`src/rtl/pg_arb_pkg.sv`:
```
// Shared definitions for the DDR3 page-transfer arbiter: FSM encoding,
// default page-address width and grant index width.
package pg_arb_pkg;

    localparam int PG_ADDR_W_DEF = 28;
    localparam int GID_W         = 3;

    typedef enum logic [1:0] {
        S_IDLE     = 2'd0,
        S_ISSUE    = 2'd1,
        S_WAIT_REL = 2'd2
    } state_t;

endpackage

```
`src/rtl/rr_pick.sv`:
```
// Combinational round-robin winner search: first set req bit found
// circularly starting at rr_ptr+1.
module rr_pick
    import pg_arb_pkg::*;
#(
    parameter int N_REQ = 4
) (
    input  logic [N_REQ-1:0] req,
    input  logic [GID_W-1:0] rr_ptr,
    output logic             valid,
    output logic [GID_W-1:0] idx
);

    always_comb begin
        valid = 1'b0;
        idx   = '0;
        for (int k = 1; k <= N_REQ; k++) begin
            for (int i = 0; i < N_REQ; i++) begin
                if (!valid && req[i] && (i == ((int'(rr_ptr) + k) % N_REQ))) begin
                    valid = 1'b1;
                    idx   = GID_W'(i);
                end
            end
        end
    end

endmodule

```
`src/rtl/sync_2ff.sv`:
```
// Two-flop synchronizer cell for a single asynchronous level signal.
module sync_2ff (
    input  logic clk,
    input  logic rst_n,
    input  logic d,
    output logic q
);

    logic meta;

    always_ff @(posedge clk or negedge rst_n) begin
        if (!rst_n) begin
            meta <= 1'b0;
            q    <= 1'b0;
        end else begin
            meta <= d;
            q    <= meta;
        end
    end

endmodule

```
`src/rtl/ddr3_pg_arb.sv`:
```
// DDR3 page-transfer arbiter: N_REQ 4-phase requesters share one page engine.
// Optional macro PG_ARB_PRIORITY_EN gives requester 0 strict priority.
module ddr3_pg_arb
    import pg_arb_pkg::*;
#(
    parameter int N_REQ     = 4,
    parameter int PG_ADDR_W = PG_ADDR_W_DEF
) (
    input  logic                       clk,
    input  logic                       rst_n,
    input  logic                       arb_en,
    input  logic [N_REQ-1:0]           req,
    input  logic [N_REQ-1:0]           optype,
    input  logic [N_REQ*PG_ADDR_W-1:0] addr,
    output logic [N_REQ-1:0]           ack,
    output logic                       pg_req,
    output logic                       pg_optype,
    output logic [PG_ADDR_W-1:0]       pg_addr,
    input  logic                       pg_ack,
    output logic [GID_W-1:0]           grant_id,
    output logic                       busy,
    output logic [31:0]                grant_cnt,
    output logic                       proto_err,
    output state_t                     dbg_state
);

    // Handshakes are 4-phase level protocols on both sides: a requester holds
    // req until it sees ack, then drops req; ack drops only after req and the
    // synchronized engine acknowledge are both low. The engine side mirrors
    // this with pg_req/pg_ack, and pg_addr/pg_optype are stable while pg_req=1.

    state_t                 state, state_nxt;
    logic [GID_W-1:0]       rr_ptr, rr_ptr_nxt;
    logic                   pg_req_nxt, pg_optype_nxt, proto_err_nxt;
    logic [PG_ADDR_W-1:0]   pg_addr_nxt;
    logic [N_REQ-1:0]       ack_nxt;
    logic [GID_W-1:0]       grant_id_nxt;
    logic [31:0]            grant_cnt_nxt;

    logic                   pg_ack_s;
    logic [N_REQ-1:0]       pick_req;
    logic                   pick_valid, win_valid;
    logic [GID_W-1:0]       pick_idx, win_idx;
    logic [PG_ADDR_W-1:0]   sel_addr;
    logic                   sel_optype;
    logic [N_REQ-1:0]       gnt_oh;
    logic                   req_gnt;

    sync_2ff u_ack_sync (
        .clk   (clk),
        .rst_n (rst_n),
        .d     (pg_ack),
        .q     (pg_ack_s)
    );

`ifdef PG_ARB_PRIORITY_EN
    // Requester 0 bypasses the rotation; the rest share the round-robin pool.
    assign pick_req  = req & {{(N_REQ-1){1'b1}}, 1'b0};
    assign win_valid = req[0] | pick_valid;
    assign win_idx   = req[0] ? '0 : pick_idx;
`else
    assign pick_req  = req;
    assign win_valid = pick_valid;
    assign win_idx   = pick_idx;
`endif

    rr_pick #(.N_REQ(N_REQ)) u_rr_pick (
        .req    (pick_req),
        .rr_ptr (rr_ptr),
        .valid  (pick_valid),
        .idx    (pick_idx)
    );

    always_comb begin
        sel_addr   = '0;
        sel_optype = 1'b0;
        gnt_oh     = '0;
        for (int i = 0; i < N_REQ; i++) begin
            if (win_idx == GID_W'(i)) begin
                sel_addr   = addr[i*PG_ADDR_W +: PG_ADDR_W];
                sel_optype = optype[i];
            end
            gnt_oh[i] = (grant_id == GID_W'(i));
        end
    end

    assign req_gnt = |(req & gnt_oh);

    always_ff @(posedge clk or negedge rst_n) begin
        if (!rst_n) begin
            state     <= S_IDLE;
            rr_ptr    <= GID_W'(N_REQ - 1);
            pg_req    <= 1'b0;
            pg_optype <= 1'b0;
            pg_addr   <= '0;
            ack       <= '0;
            grant_id  <= '0;
            grant_cnt <= '0;
            proto_err <= 1'b0;
        end else begin
            state     <= state_nxt;
            rr_ptr    <= rr_ptr_nxt;
            pg_req    <= pg_req_nxt;
            pg_optype <= pg_optype_nxt;
            pg_addr   <= pg_addr_nxt;
            ack       <= ack_nxt;
            grant_id  <= grant_id_nxt;
            grant_cnt <= grant_cnt_nxt;
            proto_err <= proto_err_nxt;
        end
    end

    always_comb begin
        state_nxt     = state;
        rr_ptr_nxt    = rr_ptr;
        pg_req_nxt    = pg_req;
        pg_optype_nxt = pg_optype;
        pg_addr_nxt   = pg_addr;
        ack_nxt       = ack;
        grant_id_nxt  = grant_id;
        grant_cnt_nxt = grant_cnt;
        // An engine acknowledge with nothing outstanding is a protocol fault.
        proto_err_nxt = proto_err | ((state == S_IDLE) && pg_ack_s);
        case (state)
            S_IDLE: begin
                if (arb_en && win_valid) begin
                    pg_req_nxt    = 1'b1;
                    pg_optype_nxt = sel_optype;
                    pg_addr_nxt   = sel_addr;
                    grant_id_nxt  = win_idx;
                    state_nxt     = S_ISSUE;
                end
            end
            S_ISSUE: begin
                if (pg_ack_s) begin
                    pg_req_nxt = 1'b0;
                    ack_nxt    = gnt_oh;
                    state_nxt  = S_WAIT_REL;
                end
            end
            S_WAIT_REL: begin
                if (!pg_ack_s && !req_gnt) begin
                    ack_nxt       = '0;
                    grant_cnt_nxt = grant_cnt + 32'd1;
                    rr_ptr_nxt    = grant_id;
                    state_nxt     = S_IDLE;
                end
            end
            default: begin
                state_nxt = S_IDLE;
            end
        endcase
    end

    assign busy      = (state != S_IDLE);
    assign dbg_state = state;

endmodule

```
`config.mk`:
```
export PLATFORM = sky130hd
export DESIGN_NAME = ddr3_pg_arb
export DESIGN_NICKNAME = d
export VERILOG_FILES = /design/src/rtl/pg_arb_pkg.sv /design/src/rtl/rr_pick.sv /design/src/rtl/sync_2ff.sv /design/src/rtl/ddr3_pg_arb.sv
export SDC_FILE = /design/constraint.sdc
export NUM_CORES = 1
export LEC_CHECK = 0
export BUFFER_PORTS_ARGS = -buffer_cell sky130_fd_sc_hd__buf_2
export CAP_MARGIN = 20
export CORE_ASPECT_RATIO = 0.8
export CORE_UTILIZATION = 42
export CTS_CLUSTER_SIZE = 25
export DETAILED_ROUTE_END_ITERATION = 8
export GPL_TIMING_DRIVEN = 1
export MAX_ROUTING_LAYER = met4
export PLACE_DENSITY = 0.84
export SETUP_SLACK_MARGIN = 0.15
export SLEW_MARGIN = 20
export SYNTH_ARGS = -nofsm -noshare
export SYNTH_HDL_FRONTEND = slang
export SYNTH_SLANG_ARGS = --single-unit
```
`constraint.sdc`:
```
create_clock -name clk -period 2.29 [get_ports clk]
set_clock_uncertainty 0.05 [all_clocks]
set_input_delay 0.458 -clock clk [delete_from_list [all_inputs] [get_ports clk]]
set_output_delay 0.458 -clock clk [all_outputs]
set_load 0.01 [all_outputs]
```
After elaboration in Yosys (flattened, before gate mapping):

Cells that the tools add are included.

* equality and inequality tests: 23
* reduce and logical (&&, ||, !) cells: 71
* mux-type cells: 49
* add/subtract/negate cells: 5
* bitwise logic cells: 6

Operators by type and width (number)
* 32-bit zero test: 4
* 28-bit two-way mux: 4
* 1-bit logical AND: 34
* 2-bit two-way mux: 17
* 32-bit by 1-bit adder with 32-bit output, second input constant: 1
* 3-bit == test, first input constant: 8
* 1-bit two-way mux: 23
* 1-bit zero test: 17
* 2-bit by 3-bit == test with 1-bit output, first input constant: 4
* 2-bit == test, second input constant: 5
* 3-bit AND reduction: 3
* 4-bit two-way mux: 2
* 4-bit one-hot mux with 2 select lines: 1
* 2-bit OR reduction: 4
* 2-bit by 1-bit == test with 1-bit output, second input constant: 3
* 3-bit zero test: 2
* 2-bit one-hot mux with 3 select lines: 1
* 2-bit nonzero test: 3
* 2-bit by 1-bit adder with 2-bit output, second input constant: 2
* 2-bit adder, second input constant: 2
* 1-bit AND, first input constant: 4
* 4-bit AND: 1
* 2-bit by 1-bit inequality test with 1-bit output, second input constant: 2
* 2-bit AND reduction: 2
* other kinds (5): 5

* bits of input ports: 124
* logic and storage cells: 165
* output and inout port bits: 73
* flip-flop bits (word level): 75

Depth between registers and ports, before layout:

* depth in word-level cells: 71
* gate-level depth with buffers: 9
* depth with buffers taken out: 7

Modules after synthesis:

A second synthesis with hierarchy kept.

* cell total of the unflattened synthesis: 307
* area, all modules: 4062.6 um2

By module, submodules not included
* ddr3_pg_arb: seq. area each 1879.3 um2, instances 1, area an instance 3922.5 um2, cells each 289
* rr_pick: seq. area each 0.0 um2, instances 1, area an instance 90.1 um2, cells each 16
* sync_2ff: seq. area each 50.0 um2, instances 1, area an instance 50.0 um2, cells each 2

Least setup slack after synthesis:

Ideal clock, no wire load.

* path type: register -> register
* start point: register grant_id[0]
* end point: register grant_cnt[31]
* arrival: 2.452 ns
* cell stages (with the launch flop): 8
* clock period less this slack: 2.581 ns
* required time: 2.161 ns
* path slack: -0.291 ns
* cell sequence: dfrtp_1 -> buf_6 -> mux4_2 -> or3_4 -> or4_4 -> buf_6 -> nor3_4 -> xor2_1

* longest elaborated chain between the ends: 6
* elaborated cells between the ends (all ways): 9
* those cells by class: eq/ne: 3; bitwise: 1; reduce/logical: 5

Ends and longest elaborated chain
* start: declaration: line ddr3_pg_arb.sv:20 `output logic [GID_W-1:0] grant_id,`
* start signal: assignment: line ddr3_pg_arb.sv:107 `grant_id <= grant_id_nxt;`
* 2-bit by 1-bit == test with 1-bit output (tied with other cells): line ddr3_pg_arb.sv:83 `gnt_oh[i] = (grant_id == GID_W'(i));`
* 4-bit AND *: line ddr3_pg_arb.sv:87 `assign req_gnt = |(req & gnt_oh);`
* 4-bit OR reduction *: line ddr3_pg_arb.sv:87
* 1-bit zero test *: line ddr3_pg_arb.sv:142 `if (!pg_ack_s && !req_gnt) begin`
* 1-bit logical AND *: line ddr3_pg_arb.sv:142
* 2-bit AND reduction (no source line) *
* end signal: assignment: line ddr3_pg_arb.sv:108 `grant_cnt <= grant_cnt_nxt;`
* end: declaration: line ddr3_pg_arb.sv:22 `output logic [31:0] grant_cnt,`

Mark *: on every way between the ends. The rest lies on a longest branch, timed or not.
A chain may end at the register's enable or synchronous reset.

Worst setup path in the final report:

Ends and elaborated chain as after synthesis.

==> key figures <==
Run status
  • Status: finished clean

Place
  • Final HPWL DP: 8970 um
  • GP Congestion: approximately 0.87
  • Placed cells: 706
  • Worst slack at placement: -0.142 ns
  • # port buffers: 195

Global routing
  • GRT Total Usage: 24.6%
  • Vias in the first global route: between 3000 and 4000
  • First-pass GRT wire length: slightly below 20000 um
  • Initial antenna violation count: 0
  • Gr ovfl total: 0
  • Largest net degree at the start of global routing: 54

Die
  • Die Wd: between 100 and 150 um
  • IO Count: 197
  • Site Rows: 31
  • DIE AREA: 10200 um2
  • Core area: 9270 um2
  • Starting Density: 44.4%
  • Die Ht: between 90 and 100 um

Final layout
  • Fill cells: 769
  • Fin util: 61.5%
  • Multi-input logic area: about 2100 um2
  • Area delta synth->final: 38.7%
  • Final cell count without fillers: between 700 and 800
  • Register area: 1880 um2
  • Diode count: 0
  • Number of nets in the layout: 736
  • Layout cell share with drive strength beyond 1: 41.6%

Logic synthesis
  • Avg Cell Area, Syn: 10.2 um2
  • Synth cell count leaders: dfrtp_1, a211oi_1, nor2_1, and4_1, mux2i_1
  • Fraction of registers with async set/reset: between 90% and 100%
  • Main synth FF type: dfrtp_1
  • Sequential area share after synthesis: 45.7%
  • Post-synthesis instance total: between 400 and 500
  • Number of flops mapped to enable cells by yosys: 0
  • Synth top area share: 44.4%
  • Synth unique cells: 41
  • Synth area leaders: dfrtp_1, a211oi_1, mux2i_1
  • Mapped Nets: between 500 and 600
  • Leading area contributor after synthesis: dfrtp_1
  • Synth warnings: 0
  • Synthesized cell area: 4110 um2
  • Count leader, synth: dfrtp_1
  • #FFs+latches synth: 75

Worst setup path
  • Worst path arrival time: 2.44 ns
  • Worst path max stage delay: between 0.5 and 0.6 ns
  • CP Cell Sequence: mux4_2, or3_4, or4_4, nor3_4, xor2_1
  • CP Launch Type: flop
  • Slowest stage cell, crit path: or4_4
  • Worst setup startpoint: grant_id[0]
  • Origin of the critical flop-to-flop path: grant_id[0]
  • Crit end category: flop
  • Max FO, Critical Path: 5
  • Critical path's top delay family: simple AND/OR/NAND/NOR gates
  • Worst R2R End: grant_cnt[31]
  • R2r setup slk: slightly above 0.05 ns
  • Crit path buf inv count: 0
  • Register-to-Register Path Depth: 5
  • Worst EP required: 2.49 ns
  • Critical path type: flop to flop

Power and ir drop
  • Clock power share: a little under a quarter
  • Net Switching: 2.22 mW
  • Peak VDD IR: 0.600 mV
  • Lkg Pwr: 2.82 nW
  • Internal power: 3.73 mW
  • Sequential share of power: 33.1%
  • PD cells: 1040 nW/um2
  • Comb pwr share: between 40% and 50%
  • Net Sw Frac: 37.3%

STA
  • PnR worst setup slack: 0.0510 ns
  • Max-slew violations: 0
  • RSZ-0062 raised after global routing: yes
  • Fin crit share: 97.8%
  • Final Hold Vio Count: 0
  • Hold Slack: 0.0129 ns
  • Setup Viol. Count Final: 0
  • Post-route setup TNS: 0 ns
  • Max Freq: 447 MHz
  • Post-route minimum period: 2.24 ns

Clock tree
  • Total CTS buffers: 9
  • Clock transition at the registers of the reported paths: 0.06 ns
  • H-tree depth: 3
  • Clock buffer depth: 2
  • Worst skew pair latency: 0.33 ns
  • CTS root buffer: clkbuf_16
  • CTS tree: built
  • Sink Count: 75

Detailed routing
  • WL final: 12200 um
  • Vias post-DR: about 4000
  • Initial DRC count: 186
  • Average wire per standard cell: roughly 17 um
  • DRT Pass-1 Iters: 4
  • Post-DRT Antenna Nets: 0
  • DR vias/cell: 5.51
  • # DRC: 0

Min path
  • Min-delay worst type: primary input to async pin

Flow run
  • Max Cap Violations: 0
==> worst max-delay path by stage <==
stage	cells after the start	slack (ns)	endpoint
2_1_floorplan	7	-0.15	grant_cnt[31]
3_3_place_gp	6	-0.12	grant_cnt[25]
3_5_place_dp	6	-0.14	grant_cnt[31]
4_1_cts	5	0.03	grant_cnt[31]
5_1_grt	5	-0.04	grant_cnt[31]
6_report	5	0.05	grant_cnt[31]
==> power by group through the flow <==
stage          Clock (mW)  Combinational [mW]  Sequential [mW]
2_1_floorplan           0                1.37             2.14
3_3_place_gp            0                2.46             1.97
3_5_place_dp            0                2.56             1.99
4_1_cts              1.42                2.57             1.97
5_1_grt              1.47                2.82             2.02
6_report             1.39                2.59             1.97
==> sequential cells by signal, summed over array words and instances, names as in the netlist <==
name,cells
dbg_state,2
grant_id,2
ack,4
pg_optype,1
rr_ptr,2
proto_err,1
u_ack_sync.q,1
pg_req,1
pg_addr,28
u_ack_sync.meta,1
grant_cnt,32
==> per-layer routing <==
layer | vias up | wire length, um | GRT usage (%)
met5 | - | 0 | -
met4 | 0 | 240 | 8.44
met3 | 25 | 608 | 5.23
met2 | 146 | 6050 | 39.5
met1 | 1936 | 5260 | 30.8
li1 | 1895 | - | -
==> layout make-up <==
type                            instances  area share, %
Sequential cell                        75           33.0
Clock inverter                          4          0.900
Inverter                                8          0.527
Clock buffer                           11           4.26
Timing Repair Buffer                  221           21.9
Tap cell                              115           2.52
Multi-Input combinational cell        292           36.9
==> placed cells by master, fill, tap and decap left out, types with 2 or more instances in the layout <==
| cell | instances |
|---|---|
| a22o_1 | 2 |
| mux2i_1 | 30 |
| and4_1 | 30 |
| dfrtp_1 | 73 |
| xnor2_1 | 20 |
| mux2_2 | 3 |
| clkbuf_16 | 9 |
| nand2b_1 | 3 |
| nor2_2 | 3 |
| buf_2 | 194 |
| xor2_1 | 11 |
| nor2_1 | 39 |
| a21o_1 | 4 |
| buf_12 | 6 |
| nor3b_1 | 2 |
| or4_1 | 2 |
| and3_1 | 5 |
| nand3_1 | 12 |
| inv_1 | 8 |
| nor2b_1 | 2 |
| dfstp_2 | 2 |
| o21ai_2 | 2 |
| nor3_1 | 2 |
| a211oi_1 | 57 |
| ha_1 | 5 |
| o21ai_0 | 4 |
| nand4_1 | 8 |
| buf_4 | 21 |
| nor4_1 | 5 |
| nand2_1 | 24 |
==> through the flow <==
| step | area (um2) | power (mW) |
|---|---|---|
| final | 5700 | 5.96 |
| after global routing | 5700 | 6.31 |
| after CTS | 5670 | 5.96 |
| after detailed placement | 5360 | 4.55 |
| after global placement | 5360 | 4.43 |
| after floorplan | 4130 | 3.51 |
==> repair_timing <==
action | in CTS | in global routing
endpoints found under the hold margin | 0 | 0
setup endpoints to repair | 9 | 19
pin swaps | 2 | 2
setup buffers | 2 | 3
hold buffers | 0 | 0
resized for setup | 1 | 5
==> cells by family (layout without fill, tap and decap cells) <==
kind of cell	after synthesis	count (layout)	share of synthesized area, %
multiplexers	34	34	8.67
adder cells (fa/ha/maj)	5	5	1.52
AO/OA/AOI/OAI	74	74	13.1
flip-flops	75	75	45.7
AND/OR/NAND/NOR	147	147	20.4
other	1	1	0.0912
XOR/XNOR	31	31	6.60
buffers and inverters	37	244	3.83
Note: power is estimated with default switching activity, not from simulation.
